File: config.mk
export PLATFORM = sky130hd
export DESIGN_NAME = csr_access_unit
export DESIGN_NICKNAME = d
export VERILOG_FILES = /design/src/rtl/csr_access_unit.sv
export SDC_FILE = /design/constraint.sdc
export NUM_CORES = 1
export LEC_CHECK = 0
export CORE_MARGIN = 2
export CORE_UTILIZATION = 31
export CTS_CLUSTER_SIZE = 40
export DETAILED_ROUTE_END_ITERATION = 8
export DONT_BUFFER_PORTS = 1
export GPL_TIMING_DRIVEN = 0
export SLEW_MARGIN = 20
export SYNTH_ARGS = -nofsm -noshare
export SYNTH_HDL_FRONTEND = slang
export SYNTH_SLANG_ARGS = --single-unit
File: constraint.sdc
create_clock -name clk -period 2.45 [get_ports clk]
set_input_delay 0.49 -clock clk [delete_from_list [all_inputs] [get_ports clk]]
set_output_delay 0.49 -clock clk [all_outputs]
set_load 0.03 [all_outputs]
File: src/rtl/csr_access_unit.sv
// csr_access_unit: sequences one Zicsr instruction into read, optional write and response phases
// Ports: clk, reset_n (async active-low); req_* accept a decoded CSR instruction (valid/ready);
//   csr_number/csr_access_type/csr_in drive the CSR register file, csr_out is its combinational
//   read data; rsp_* return the old CSR value for rd writeback (valid/ready).
// Build option: define CSR_IMM_EN to support CSRRWI/CSRRSI/CSRRCI; otherwise they are illegal.
module csr_access_unit #(
  parameter int XLEN = 32
) (
  input  logic            clk,
  input  logic            reset_n,
  input  logic            req_valid,
  output logic            req_ready,
  input  logic [2:0]      req_funct3,
  input  logic [11:0]     req_csr,
  input  logic [4:0]      req_rs1_idx,
  input  logic [XLEN-1:0] req_rs1_val,
  input  logic [4:0]      req_rd,
  output logic [11:0]     csr_number,
  output logic [1:0]      csr_access_type,
  output logic [XLEN-1:0] csr_in,
  input  logic [XLEN-1:0] csr_out,
  output logic            rsp_valid,
  input  logic            rsp_ready,
  output logic [4:0]      rsp_rd,
  output logic [XLEN-1:0] rsp_data,
  output logic            rsp_we,
  output logic            rsp_illegal
);
  localparam logic [1:0] CSR_READ_ONLY = 2'd0, CSR_WRITE = 2'd1, CSR_SET = 2'd2, CSR_CLEAR = 2'd3;
  typedef enum logic [1:0] {IDLE, READ, WRITE, RESP} state_t;
  state_t          state;
  logic [1:0]      op;
  logic            bad_op;
  logic [4:0]      idx;
  logic [XLEN-1:0] opnd;
  logic            do_write, illegal, req_bad;
  logic [1:0]      wr_type;
  logic [XLEN-1:0] req_opnd;
  always_comb begin
`ifdef CSR_IMM_EN
    req_bad  = req_funct3[1:0] == 2'b00;
    req_opnd = req_funct3[2] ? {{(XLEN-5){1'b0}}, req_rs1_idx} : req_rs1_val;
`else
    req_bad  = req_funct3[2] || req_funct3[1:0] == 2'b00;
    req_opnd = req_rs1_val;
`endif
    do_write = op == 2'b01 || idx != 5'd0;
    // csr_number still holds the latched address while in READ
    illegal  = bad_op || (do_write && csr_number[11:10] == 2'b11);
    wr_type  = op == 2'b01 ? CSR_WRITE : op == 2'b10 ? CSR_SET : CSR_CLEAR;
  end
  always_ff @(posedge clk or negedge reset_n) begin
    if (!reset_n) begin
      state           <= IDLE;
      op              <= 2'd0;
      bad_op          <= 1'b0;
      idx             <= 5'd0;
      opnd            <= '0;
      req_ready       <= 1'b1;
      csr_number      <= 12'd0;
      csr_access_type <= CSR_READ_ONLY;
      csr_in          <= '0;
      rsp_valid       <= 1'b0;
      rsp_rd          <= 5'd0;
      rsp_data        <= '0;
      rsp_we          <= 1'b0;
      rsp_illegal     <= 1'b0;
    end else begin
      case (state)
        IDLE: if (req_valid) begin
          state      <= READ;
          req_ready  <= 1'b0;
          csr_number <= req_csr;
          op         <= req_funct3[1:0];
          bad_op     <= req_bad;
          idx        <= req_rs1_idx;
          opnd       <= req_opnd;
          rsp_rd     <= req_rd;
        end
        READ: begin
          rsp_data    <= csr_out;
          rsp_illegal <= illegal;
          rsp_we      <= rsp_rd != 5'd0 && !illegal;
          if (do_write && !illegal) begin
            state           <= WRITE;
            csr_access_type <= wr_type;
            csr_in          <= opnd;
          end else begin
            state      <= RESP;
            csr_number <= 12'd0;
            rsp_valid  <= 1'b1;
          end
        end
        WRITE: begin
          state           <= RESP;
          csr_number      <= 12'd0;
          csr_access_type <= CSR_READ_ONLY;
          csr_in          <= '0;
          rsp_valid       <= 1'b1;
        end
        default: if (rsp_ready) begin
          state     <= IDLE;
          rsp_valid <= 1'b0;
          req_ready <= 1'b1;
        end
      endcase
    end
  end
endmodule

==> flow_metrics.env, run 1 <==
export IMPL_status="finished, violations left"
export IMPL_violations="hold timing"
export IMPL_remaining_drc_errors=0
export IMPL_fin_tns_setup_ns=0
export IMPL_core_area_um2=15890
export IMPL_cts_max_level=4
export IMPL_worst_path_buf_inv=2
export IMPL_p_seq_frac=0.473
export IMPL_synth_cells=324
export IMPL_wl_per_cell_um=19.51
export IMPL_cts_tree="done"
export IMPL_max_cap_violations=0
export IMPL_fin_nets=440
export IMPL_area_growth_syn_to_layout_pct=18.06
export IMPL_synth_distinct_cells=31
export IMPL_viasPerCell=4.883
export IMPL_cts_clk_slew_worst_paths_ns=0.06
export IMPL_fin_crit_sh=0.8934
export IMPL_hold_slack_ns=-0.2345
export IMPL_relSlewSlack=0.5983
export IMPL_io_pins=180
export IMPL_cts_setup_buffers=0
export IMPL_final_util=0.3748
export IMPL_grt_ovfl_total=0
export IMPL_total_leakage_power_nw=2.630
export IMPL_final_max_slew_viol_count=0
export IMPL_place_inst=540
export IMPL_start_util=0.3174
export IMPL_end_kind="flip-flop"
export IMPL_reg2reg_from="state[1]"
export IMPL_synth_top_area_share=0.6352
export IMPL_peakVddDrop_uv=585.1
export IMPL_cts_sinks=129
export IMPL_dieArea_um2=17300
export IMPL_syn_area_um2=5042
export IMPL_final_setup_viol_count=0
export IMPL_synth_edf_count=0
export IMPL_ys_top_cells_by_area="dfrtp_1 (64%), mux2_2 (15%), a22o_1 (5.9%)"
export IMPL_grt_max_degree=130
export IMPL_p_sw_frac=0.4002
export IMPL_cts_inserted_buffers=17
export IMPL_cts_resized=0
export IMPL_ys_top_cells_by_count="dfrtp_1 (128), mux2_2 (68), a22o_1 (34), mux2_1 (13), nor2b_1 (12)"
export IMPL_p_int_mw=6.729
export IMPL_fp_row_count=46
export IMPL_synth_main_ff_cell="dfrtp_1"
export IMPL_p_comb_frac=0.287
export IMPL_cpPeakStageDelay_ns=0.52
export IMPL_path_class="flip-flop to flip-flop"
export IMPL_num_vias=2798
export IMPL_required_ns=2.80
export IMPL_cp_startpoint="state[1]"
export IMPL_grt_antenna_before_repair=1
export IMPL_power_switching_mw=4.490
export IMPL_drt_iter0_drc=90
export IMPL_crit_fanout=10
export IMPL_power_total_mw=11.22
export IMPL_drive_gt1_frac=0.3567
export IMPL_crit_chain="inv_1 -> ha_1 -> nor4b_1 -> a32oi_1 -> nor3b_4 -> buf_6 -> a22o_1"
export IMPL_yosys_register_bits=129
export IMPL_ant_nets=0
export IMPL_synth_most_common_cell="dfrtp_1"
export IMPL_grt_use_total=0.1374
export IMPL_syn_area_per_cell_um2=15.56
export IMPL_grt_pass1_wl_mm=18.08
export IMPL_critPathArrivalTime_ns=2.54
export IMPL_skew_ns=0.009897
export IMPL_wl_mm=11.18
export IMPL_hold_path_class="primary input to async pin"
export IMPL_clockBufferDepth=2
export IMPL_place_congestion=0.7248
export IMPL_fp_dieW_um=131.5
export IMPL_worst_pin_slew_ns=0.6011
export IMPL_seq_area_frac_synth=0.6404
export IMPL_hold_viol=129
export IMPL_worstSetupStartpointType="flip-flop"
export IMPL_clock_power_share=0.240
export IMPL_syn_nets=421
export IMPL_cp_slowest_cell="nor3b_4"
export IMPL_rsz0062_at_grt="false"
export IMPL_io_buffers=0
export IMPL_die_y_um=131.5
export IMPL_ys_async_sr_fraction=1.000
export IMPL_power_density_nw_per_um2=1885
export IMPL_hpwl_mm=8.058
export IMPL_timing_fmax_mhz=456.9
export IMPL_grt_pass1_vias=3141
export IMPL_cts_root_buf="clkbuf_16"
export IMPL_synth_warnings=0
export IMPL_synth_area_leader_cell="dfrtp_1"
export IMPL_fin_crit_ns=2.189
export IMPL_insertion_delay_ns=0.42
export IMPL_instances_no_fill=573
export IMPL_dr_pass1_iters=4
export IMPL_crit_family="simple AND/OR/NAND/NOR gates"
[cell usage in the layout, fill, tap and decap left out, drive strengths merged, types with 2 or more instances in the layout]
cell | netlist | routed
dfrtp | 128 | 128
mux2 | 91 | 91
a22o | 34 | 34
clkbuf | 1 | 21
buf | 15 | 15
nor2b | 12 | 12
nor2 | 6 | 6
inv | 5 | 6
clkinv | 0 | 6
o21ai | 5 | 5
nand2 | 4 | 4
ha | 4 | 4
bufinv | 0 | 4
a21oi | 3 | 3
nand2b | 2 | 2
a221oi | 2 | 2
[layout make-up]
cell class,count,area [µm²]
Clock buffer,20,456.7
Multi-Input combinational cell,174,1692
Clock inverter,12,181.4
Tap cell,216,270.3
Buffer,16,102.6
Fill cell,1520,9932
Inverter,5,18.77
Antenna cell,1,2.502
Sequential cell,129,3229
[logic make-up after synthesis]
kind of cell / synth area share
flip-flops: 0.6404
multiplexers: 0.2107
AO/OA/AOI/OAI: 0.07891
AND/OR/NAND/NOR: 0.03598
buffers and inverters: 0.02407
adder cells (fa/ha/maj): 0.009926
[sequential cells by signal, summed over array words and instances, names as in the netlist, 2 cells and up]
signal	cells
rsp_rd	5
csr_access_type	2
opnd	32
op	2
idx	5
state	2
csr_number	12
csr_in	32
rsp_data	32
[per-layer routing]
metal,wire [µm],vias up,track usage
met5,0,-,0
met4,133,0,0.05193
met3,1146,10,0.07446
met2,5469,135,0.2161
met1,4428,1429,0.1574
li1,-,1224,-
[through the flow]
step / setup WS, ns / area (µm²)
2_1_floorplan: 0.6784 / 5042
4_1_cts: 0.2045 / 5951
5_1_grt: 0.07190 / 5951
3_3_place_gp: 0.2697 / 5313
6_report: 0.2612 / 5953
3_5_place_dp: 0.2242 / 5313
[final timing paths]
path / end / slack, ns / cells after the start
max in group asynchronous: csr_number[3] / 2.44 / 0
hold reg to reg: csr_in[26] / 0.48 / 1
min in group clk: idx[0] / 0.20 / 1
hold / removal: rsp_data[23] / -0.23 / 0
setup / recovery: csr_in[18] / 0.26 / 7
setup reg to reg: csr_in[18] / 0.26 / 7
[power groups by stage]
| stage | combinational (mW) | sequential, mW | clock [mW] |
|---|---|---|---|
| final | 3.22 | 5.31 | 2.70 |
| after CTS | 3.31 | 5.33 | 2.77 |
| after floorplan | 2.68 | 5.08 | 0 |
| after global routing | 3.57 | 5.44 | 2.88 |
| after global placement | 3.15 | 5.32 | 0 |
| after detailed placement | 3.31 | 5.36 | 0 |
No activity file was read; power rests on OpenSTA's default activity.
==> inputs of run 2 (changes only) <==
- CAP_MARGIN: not set -> 30
- clock period: 2.45 -> 2.8 ns (I/O delays scaled with it)
==> results of run 2 <==
Same layout as run 1 (identical final DEF). Status: finished, violations left: hold timing.
Among the figures that moved: setup slack after placement 0.2242 ns -> 0.5742 ns; setup slack after layout 0.2612 ns -> 0.6112 ns; hold slack -0.2345 ns -> -0.1645 ns; register-to-register setup slack 0.26 ns -> 0.61 ns; total power 11.22 mW -> 9.817 mW; worst IR drop on VDD 585.1 µV -> 512.0 µV
==> inputs of run 3 (changes only) <==
- clock period: 2.8 -> 2.16 ns (I/O delays scaled with it)
==> run 3 against run 2 <==
The run still ends with hold timing left. Die area unchanged. Clock power increased by 30%. Non-clock buffer count is 3 higher. Clock skew grew 0.00065 ns. Sequential cell count did not move. Critical endpoint unchanged. Core utilization rose by 0.28 points. First-iteration DRC count did not move. Highest routed layer unchanged. Setup slack got worse by 0.51 ns.
==> flow_metrics.env, run 3 (synthesis gave the netlist of run 1 again) <==
export IMPL_r2r_end="csr_in[18]"
export IMPL_fin_nets=443
export IMPL_crit_chain="inv_1 -> ha_1 -> nor4b_1 -> a32oi_1 -> buf_4 -> nor3b_4 -> buf_12 -> buf_6 -> a22o_1"
export IMPL_cts_max_level=4
export IMPL_skew_ns=0.01055
export IMPL_ant_nets=0
export IMPL_dr_pass1_iters=4
export IMPL_num_vias=2816
export IMPL_wl_mm=11.25
export IMPL_grt_antenna_before_repair=1
export IMPL_grt_max_degree=130
export IMPL_insertion_delay_ns=0.41
export IMPL_required_ns=2.45
export IMPL_r2r_cells=9
export IMPL_hold_viol=129
export IMPL_worst_pin_slew_ns=0.4295
export IMPL_reg2reg_from="state[1]"
export IMPL_final_common_cell="dfrtp_1"
export IMPL_dp_slack_ns=-0.06576
export IMPL_core_area_um2=15890
export IMPL_worstSetupStartpointType="flip-flop"
export IMPL_fin_crit_ns=2.062
export IMPL_fp_row_count=46
export IMPL_cp_startpoint="state[1]"
export IMPL_total_leakage_power_nw=2.653
export IMPL_final_max_slew_viol_count=0
export IMPL_hold_slack_ns=-0.2912
export IMPL_cts_sinks=129
export IMPL_dieArea_um2=17300
export IMPL_hpwl_mm=8.058
export IMPL_worst_path_buf_inv=4
export IMPL_path_depth=9
export IMPL_cpPeakStageDelay_ns=0.43
export IMPL_final_setup_viol_count=0
export IMPL_power_total_mw=12.88
export IMPL_max_cap_violations=0
export IMPL_start_util=0.3174
export IMPL_reg2reg_slack_ns=0.1
export IMPL_wl_per_cell_um=19.53
export IMPL_drt_iter0_drc=90
export IMPL_viasPerCell=4.889
export IMPL_drive_gt1_frac=0.3705
export IMPL_fp_dieW_um=131.5
export IMPL_io_pins=180
export IMPL_place_congestion=0.7248
export IMPL_grt_pass1_vias=3135
export IMPL_fin_tns_setup_ns=0
export IMPL_remaining_drc_errors=0
export IMPL_fillerInstances=1515
export IMPL_cts_tree="done"
export IMPL_top_regs="csr_in: 32 flops, opnd: 32 flops, rsp_data: 32 flops"
export IMPL_status="finished, violations left"
export IMPL_peakVddDrop_uv=713.0
export IMPL_final_util=0.3775
export IMPL_fin_crit_sh=0.9545
export IMPL_relSlewSlack=0.7136
export IMPL_grt_ovfl_total=0
export IMPL_path_class="flip-flop to flip-flop"
export IMPL_clockBufferDepth=2
export IMPL_die_y_um=131.5
export IMPL_cts_clk_slew_worst_paths_ns=0.06
export IMPL_final_cell_mix="dfrtp_1 (128), mux2_2 (68), a22o_1 (34)"
export IMPL_timing_final_ws_setup_ns=0.09830
export IMPL_cp_slowest_cell="dfrtp_1"
export IMPL_end_kind="flip-flop"
export IMPL_final_area_um2=5997
export IMPL_endpoint="csr_in[18]"
export IMPL_area_growth_syn_to_layout_pct=18.93
export IMPL_place_area_um2=5313
export IMPL_hold_path_class="primary input to async pin"
export IMPL_cts_inserted_buffers=17
export IMPL_crit_family="buffers and inverters"
export IMPL_io_buffers=0
export IMPL_crit_fanout=10
export IMPL_power_density_nw_per_um2=2148
export IMPL_timing_fmax_mhz=485.0
export IMPL_cts_root_buf="clkbuf_16"
export IMPL_critPathArrivalTime_ns=2.36
export IMPL_violations="hold timing"
export IMPL_grt_pass1_wl_mm=18.12
export IMPL_grt_use_total=0.1381
==> run 3: cell count changes in the layout (fill, tap and decap cells not counted) <==
| cell | change |
|---|---|
| buf_12 | +1 |
| nand2_2 | +2 |
| clkbuf_4 | +1 |
| nand2_1 | -2 |
| buf_1 | -1 |
| buf_4 | +2 |
==> run 3: worst min-delay path by stage <==
stage / slack [ns] / cells past startpoint / startpoint / endpoint
finish: -0.29 / 0 / reset_n / rsp_data[23]
global route: -0.32 / 0 / reset_n / rsp_data[27]
CTS: -0.31 / 0 / reset_n / rsp_data[23]
detailed placement: 0.14 / 0 / reset_n / rsp_data[23]
global placement: 0.14 / 0 / reset_n / rsp_data[25]
floorplan: 0.14 / 0 / reset_n / bad_op
==> run 3: routing by layer <==
metal	global-route usage	routed length, µm	share of wire
met1	0.1576	4398	0.39
met2	0.2184	5595	0.50
met3	0.07446	1142	0.10
met4	0.05193	111	0.0099
met5	0	0	0
==> run 3: timing repair <==
item,in CTS,in global routing
pin swaps,0,1
hold endpoints to repair,129,129
resized for setup,3,1
endpoints found under the setup margin,70,31
buffers inserted,2,1
==> run 3: report_power, final <==
group          switching (mW)  internal [mW]  leakage [nW]
combinational            1.68           2.12         0.782
clock                    1.06           2.00         0.311
sequential               2.38           3.64          1.56
total                    5.12           7.76          2.65
==> run 3: per-stage QoR <==
step | hold slack, ns | instances
finish | -0.2912 | 576
global route | -0.3222 | 575
CTS | -0.3104 | 574
detailed placement | 0.1392 | 540
global placement | 0.1391 | 540
floorplan | 0.1364 | 324
==> run 3: area by class of cell <==
cell class              instances  area, µm²  area share
repair buffers                  3      35.03    0.005842
clock inverters                12      181.4     0.03025
multi-input cells             174       1697      0.2829
diodes                          1      2.502   0.0004173
plain buffers                  16      106.4     0.01773
inverters                       5      18.77    0.003130
flip-flops and latches        129       3229      0.5385
clock buffers                  20      456.7     0.07615
well taps                     216      270.3     0.04507
